--- config.mk ---
export PLATFORM = sky130hd
export DESIGN_NAME = product_accumulator
export DESIGN_NICKNAME = d
export VERILOG_FILES = /design/src/rtl/multiplier_pkg.sv /design/src/rtl/saturating_adder.sv /design/src/rtl/product_accumulator.sv
export SDC_FILE = /design/constraint.sdc
export NUM_CORES = 1
export LEC_CHECK = 0
export BUFFER_PORTS_ARGS = -buffer_cell sky130_fd_sc_hd__buf_2
export CAP_MARGIN = 5
export CORE_MARGIN = 2
export CORE_UTILIZATION = 56
export DETAILED_ROUTE_END_ITERATION = 12
export PLACE_DENSITY_LB_ADDON = 0.05
export SKIP_LAST_GASP = 1
export SLEW_MARGIN = 20
export SYNTH_ARGS = -nofsm -noshare
export SYNTH_HDL_FRONTEND = slang
export SYNTH_SLANG_ARGS = --single-unit
export TNS_END_PERCENT = 100
--- constraint.sdc ---
create_clock -name clk_i -period 3.6 [get_ports clk_i]
set_input_delay 0.18 -clock clk_i [delete_from_list [all_inputs] [get_ports clk_i]]
set_output_delay 0.18 -clock clk_i [all_outputs]
set_load 0.02 [all_outputs]
--- src/rtl/multiplier_pkg.sv ---
// Shared types and constants for the multiplier datapath.
//   acc_fsm_t         : product accumulator state encoding
//   PROD_WIDTH_DEF    : product width of the default 8-bit multiplier
//   prod_width()      : product width for a given operand width
package multiplier_pkg;

    typedef enum logic [1:0] {
        IDLE  = 2'd0,
        ACCUM = 2'd1,
        DONE  = 2'd2
    } acc_fsm_t;

    localparam int unsigned DATA_WIDTH_DEF = 8;
    localparam int unsigned PROD_WIDTH_DEF = 2 * DATA_WIDTH_DEF;

    function automatic int unsigned prod_width(input int unsigned dw);
        return 2 * dw;
    endfunction

endpackage

--- src/rtl/saturating_adder.sv ---
// Unsigned adder that clamps to all ones on carry-out.
//   a, b : addends (ACC_WIDTH)
//   sum  : a+b, or all ones when the true sum does not fit
//   sat  : high when clamping occurred
module saturating_adder #(
    parameter int unsigned ACC_WIDTH = 32
) (
    input  logic [ACC_WIDTH-1:0] a,
    input  logic [ACC_WIDTH-1:0] b,
    output logic [ACC_WIDTH-1:0] sum,
    output logic                 sat
);

    logic [ACC_WIDTH:0] w_raw;

    always_comb begin
        w_raw = {1'b0, a} + {1'b0, b};
        sat   = w_raw[ACC_WIDTH];
        sum   = w_raw[ACC_WIDTH] ? '1 : w_raw[ACC_WIDTH-1:0];
    end

endmodule

--- src/rtl/product_accumulator.sv ---
// Sums a programmed number of multiplier products into a saturating
// accumulator and hands the result out through a valid/ready handshake.
//   clk_i, rst_i (async, active high), clear_i (sync abort)
//   start_i/length_i             : begin a sum of length_i products (IDLE only)
//   product_i/_valid_i/_ready_o  : product input handshake
//   acc_o/acc_valid_o/acc_ready_i: result output handshake
//   overflow_o                   : sticky saturation flag for the current sum
//   busy_o                       : not idle
module product_accumulator
    import multiplier_pkg::*;
#(
    parameter int unsigned DATA_WIDTH = 8,
    parameter int unsigned ACC_WIDTH  = 32,
    parameter int unsigned LEN_WIDTH  = 8
) (
    input  logic                    clk_i,
    input  logic                    rst_i,
    input  logic                    clear_i,
    input  logic                    start_i,
    input  logic [LEN_WIDTH-1:0]    length_i,
    input  logic [2*DATA_WIDTH-1:0] product_i,
    input  logic                    product_valid_i,
    output logic                    product_ready_o,
    output logic [ACC_WIDTH-1:0]    acc_o,
    output logic                    acc_valid_o,
    input  logic                    acc_ready_i,
    output logic                    overflow_o,
    output logic                    busy_o
);

    localparam int unsigned PROD_W = prod_width(DATA_WIDTH);

    if (ACC_WIDTH < PROD_W) begin : g_width_check
        $error("product_accumulator: ACC_WIDTH must be >= 2*DATA_WIDTH");
    end

    acc_fsm_t               r_state;
    logic [LEN_WIDTH-1:0]   r_count;
    logic [ACC_WIDTH-1:0]   r_acc;
    logic                   r_overflow;
    logic                   r_prod_ready;
    logic                   r_acc_valid;
    logic                   r_busy;

    logic [ACC_WIDTH-1:0]   w_prod_ext;
    logic [ACC_WIDTH-1:0]   w_sum;
    logic                   w_sat;

    always_comb begin
        w_prod_ext             = '0;
        w_prod_ext[PROD_W-1:0] = product_i;
    end

    saturating_adder #(
        .ACC_WIDTH(ACC_WIDTH)
    ) u_sat_add (
        .a  (r_acc),
        .b  (w_prod_ext),
        .sum(w_sum),
        .sat(w_sat)
    );

    // Handshake outputs are registered alongside the state so they always
    // reflect the state being entered.
    always_ff @(posedge clk_i or posedge rst_i) begin
        if (rst_i) begin
            r_state      <= IDLE;
            r_count      <= '0;
            r_acc        <= '0;
            r_overflow   <= 1'b0;
            r_prod_ready <= 1'b0;
            r_acc_valid  <= 1'b0;
            r_busy       <= 1'b0;
        end else if (clear_i) begin
            r_state      <= IDLE;
            r_count      <= '0;
            r_acc        <= '0;
            r_overflow   <= 1'b0;
            r_prod_ready <= 1'b0;
            r_acc_valid  <= 1'b0;
            r_busy       <= 1'b0;
        end else begin
            case (r_state)
                IDLE: begin
                    if (start_i) begin
                        r_acc      <= '0;
                        r_overflow <= 1'b0;
                        r_busy     <= 1'b1;
                        if (length_i != '0) begin
                            r_count      <= length_i;
                            r_state      <= ACCUM;
                            r_prod_ready <= 1'b1;
                        end else begin
                            r_state     <= DONE;
                            r_acc_valid <= 1'b1;
                        end
                    end
                end
                ACCUM: begin
                    // ready is always high here, so valid alone marks a transfer
                    if (product_valid_i) begin
                        r_acc   <= w_sum;
                        r_count <= r_count - 1'b1;
                        if (w_sat) begin
                            r_overflow <= 1'b1;
                        end
                        if (r_count == LEN_WIDTH'(1)) begin
                            r_state      <= DONE;
                            r_prod_ready <= 1'b0;
                            r_acc_valid  <= 1'b1;
                        end
                    end
                end
                DONE: begin
                    if (acc_ready_i) begin
                        r_state     <= IDLE;
                        r_acc_valid <= 1'b0;
                        r_busy      <= 1'b0;
                    end
                end
                default: begin
                    r_state      <= IDLE;
                    r_prod_ready <= 1'b0;
                    r_acc_valid  <= 1'b0;
                    r_busy       <= 1'b0;
                end
            endcase
        end
    end

    assign product_ready_o = r_prod_ready;
    assign acc_o           = r_acc;
    assign acc_valid_o     = r_acc_valid;
    assign overflow_o      = r_overflow;
    assign busy_o          = r_busy;

endmodule

==> reports/qor.txt <==
FF-to-FF End = acc_o[27]$_DFFE_PP0P_
Resize count post-CTS = 0
Root Driver = clkbuf_8
most frequent cells in the layout = buf_2, nand2_1, o21ai_0
Core ar. = 5850 sq um
Sequential cell area = 1150 sq um
share of layout cells above drive strength 1 = 19.7%
multi-input logic area = 2060 sq um
required time worst endpoint = 3.80 ns
First-pass DRT Iterations = 6
RSZ-0062 raised after global routing = no
crit start category = register
clock sink count = 46
Die ar. = 6640 sq um
Die Wd = 81.5 um
CP endpoint kind = register
total CTS buffers = 5
worst endpoint data arrival time = 3.16 ns
Fin. Hold Viols = 12
Worst R2R Start = acc_o[0]$_DFFE_PP0P_
via count = 3286
Setup Slack @ Placement = 0.641 ns
largest net degree at the start of global routing = 47
CP Max Fanout = 19
worst slew pin tran = 0.820 ns
clock latency on the worst-skew pair = 0.31 ns
Crit Path Category = reg -> reg
remaining global-route overflow = 0
worst hold path class = in -> async
initial antenna violation count = 0
Leak Pwr = 1.92 nW
Net count, final = 514
Clock Path Buffers = 2
fillers = 540
first-pass GRT wire length = 13.7 mm
placed cell area = 3680 sq um
minimum hold slack = -0.00482 ns
Yosys reg bits = 46
fin crit share = 82.3%
Max H-tree Level = 2
Final min period = 2.96 ns
most common cell after layout, fill and taps aside = buf_2
Setup TNS Final = 0 ns
Setup WS post-layout = 0.638 ns
Syn Nets = 463
Die Ht = 81.5 um
relative slew slack = 45.3%
YS warnings = 0
worst reg-to-reg path cell count = 9
Worst-path clk slew = 0.09 ns
asr flop ratio synth = 100%
Wirelength per Cell = 15.3 um
post-route cell area = 3790 sq um
total track usage = 26.1%
Max Freq = 338 MHz
VDD IR-drop max = 0.000351 V
final setup fails = 0
number of cell rows = 28
failing checks = hold timing
placed cells = 533
max-slew violation count = 0
max cap viols = 0
CTS tree = built
area delta synth->final = 12.7%
Synth Instances = 414
worst clock skew = 0.00758 ns
Core Util, Final = 64.8%
Post-DRT Antenna Nets = 0
Pwr Density = 462 nW/um^2
Cell Count, Final, Fillers Out = 541
EDFF count, synth = 0
count of different cell masters after synthesis = 57
Vias/cell = 6.07
sequential share of the synthesized area = 34.2%
Design Power = 1.75 mW
Avg Cell Area, Syn = 8.12 sq um
post-CTS setup buffer count = 0
Synth Flop Type = dfrtp_1
initial core utilization = 57.5%
antenna diode count = 0
cts hold-fix bufs = 0
Iteration-0 DRC Markers = 189
netlist area before placement = 3360 sq um
r2r setup slk = 0.64 ns
PortBufs = 65
status = finished, violations left
GPL Wtd Cong = 0.911
vias in the first global route = 2928
HPWL Detailed = 5.94 mm
final wirelength = 8.28 mm
IO Pins = 66
DRC viols = 0
## sequential cells by signal, indices dropped and copies added, names as in the netlist
register	cells
acc_valid_o	1
r_state	2
acc_o	32
product_ready_o	1
busy_o	1
r_count	8
overflow_o	1
## metal layers
metal | share of wire (%) | vias up | track usage (%)
met5 | 0 | - | 0
met4 | 1.5 | 0 | 7.80
met3 | 4.7 | 17 | 3.30
met2 | 45 | 95 | 41.4
met1 | 49 | 1564 | 37.2
li1 | - | 1610 | -
## worst max-delay path: stages, from the launching register on
cell,delay [ns]
dfrtp_1,0.41
ha_1,0.22
fa_1,0.43
a211oi_1,0.32
o21ai_2,0.15
o2111ai_2,0.23
nand4_2,0.18
o2111a_1,0.44
a21o_1,0.26
a22o_1,0.22
## cell type report
cell class	instances	share of cell area (%)
Timing Repair Buffer	67	8.98
Tap cell	75	2.48
Clock inverter	1	0.231
Multi-Input combinational cell	335	54.4
Inverter	10	1.02
Clock buffer	7	2.54
Sequential cell	46	30.4
## synth_stat cells (3+ instances only)
| master | number | area share (%) |
|---|---|---|
| nor4_1 | 6 | 1.1 |
| nand2b_1 | 7 | 1.3 |
| and2_1 | 4 | 0.74 |
| xor2_1 | 7 | 1.8 |
| inv_1 | 10 | 1.1 |
| and3_1 | 7 | 1.3 |
| ha_1 | 18 | 6.7 |
| clkbuf_1 | 15 | 1.7 |
| a211oi_1 | 4 | 0.89 |
| or3_1 | 3 | 0.56 |
| xnor2_1 | 6 | 1.6 |
| or4_1 | 6 | 1.3 |
| o21ai_0 | 49 | 7.3 |
| nand2_1 | 58 | 6.5 |
| buf_6 | 3 | 1.0 |
| a22o_1 | 6 | 1.6 |
| o211ai_1 | 8 | 1.8 |
| a21oi_1 | 37 | 5.5 |
| a21o_1 | 10 | 2.2 |
| dfrtp_1 | 46 | 34 |
| o21ai_2 | 3 | 0.78 |
| nor3_1 | 5 | 0.74 |
| nand4_1 | 7 | 1.3 |
| buf_2 | 5 | 0.74 |
| nor2_1 | 34 | 3.8 |
| nand3_1 | 6 | 0.89 |
| o21a_1 | 4 | 0.89 |
## power breakdown
part           switching, mW  leakage (nW)  internal [mW]
Clock                  0.197        0.0544          0.177
Combinational          0.444          1.24          0.265
Sequential            0.0763         0.627          0.592
Total                  0.717          1.92           1.03
## cells by family after synthesis
group,share of synthesized area [%]
compound gates,28.6
buf+inv,4.54
flops,34.2
simple gates,21.7
fa+ha+maj,7.29
mux,0.298
xor+xnor,3.39
## worst max path at each step
| stage | startpoint | endpoint | slack [ns] | cells after the start |
|---|---|---|---|---|
| global route | acc_o[0]$_DFFE_PP0P_ | acc_o[27]$_DFFE_PP0P_ | 0.40 | 9 |
| finish | acc_o[0]$_DFFE_PP0P_ | acc_o[27]$_DFFE_PP0P_ | 0.64 | 9 |
| floorplan | acc_o[0]$_DFFE_PP0P_ | acc_o[27]$_DFFE_PP0P_ | 0.92 | 10 |
| detailed placement | acc_o[0]$_DFFE_PP0P_ | acc_o[27]$_DFFE_PP0P_ | 0.64 | 9 |
| CTS | acc_o[0]$_DFFE_PP0P_ | acc_o[27]$_DFFE_PP0P_ | 0.62 | 9 |
| global placement | acc_o[0]$_DFFE_PP0P_ | acc_o[27]$_DFFE_PP0P_ | 0.75 | 9 |
Note: power is estimated with default switching activity, not from simulation.
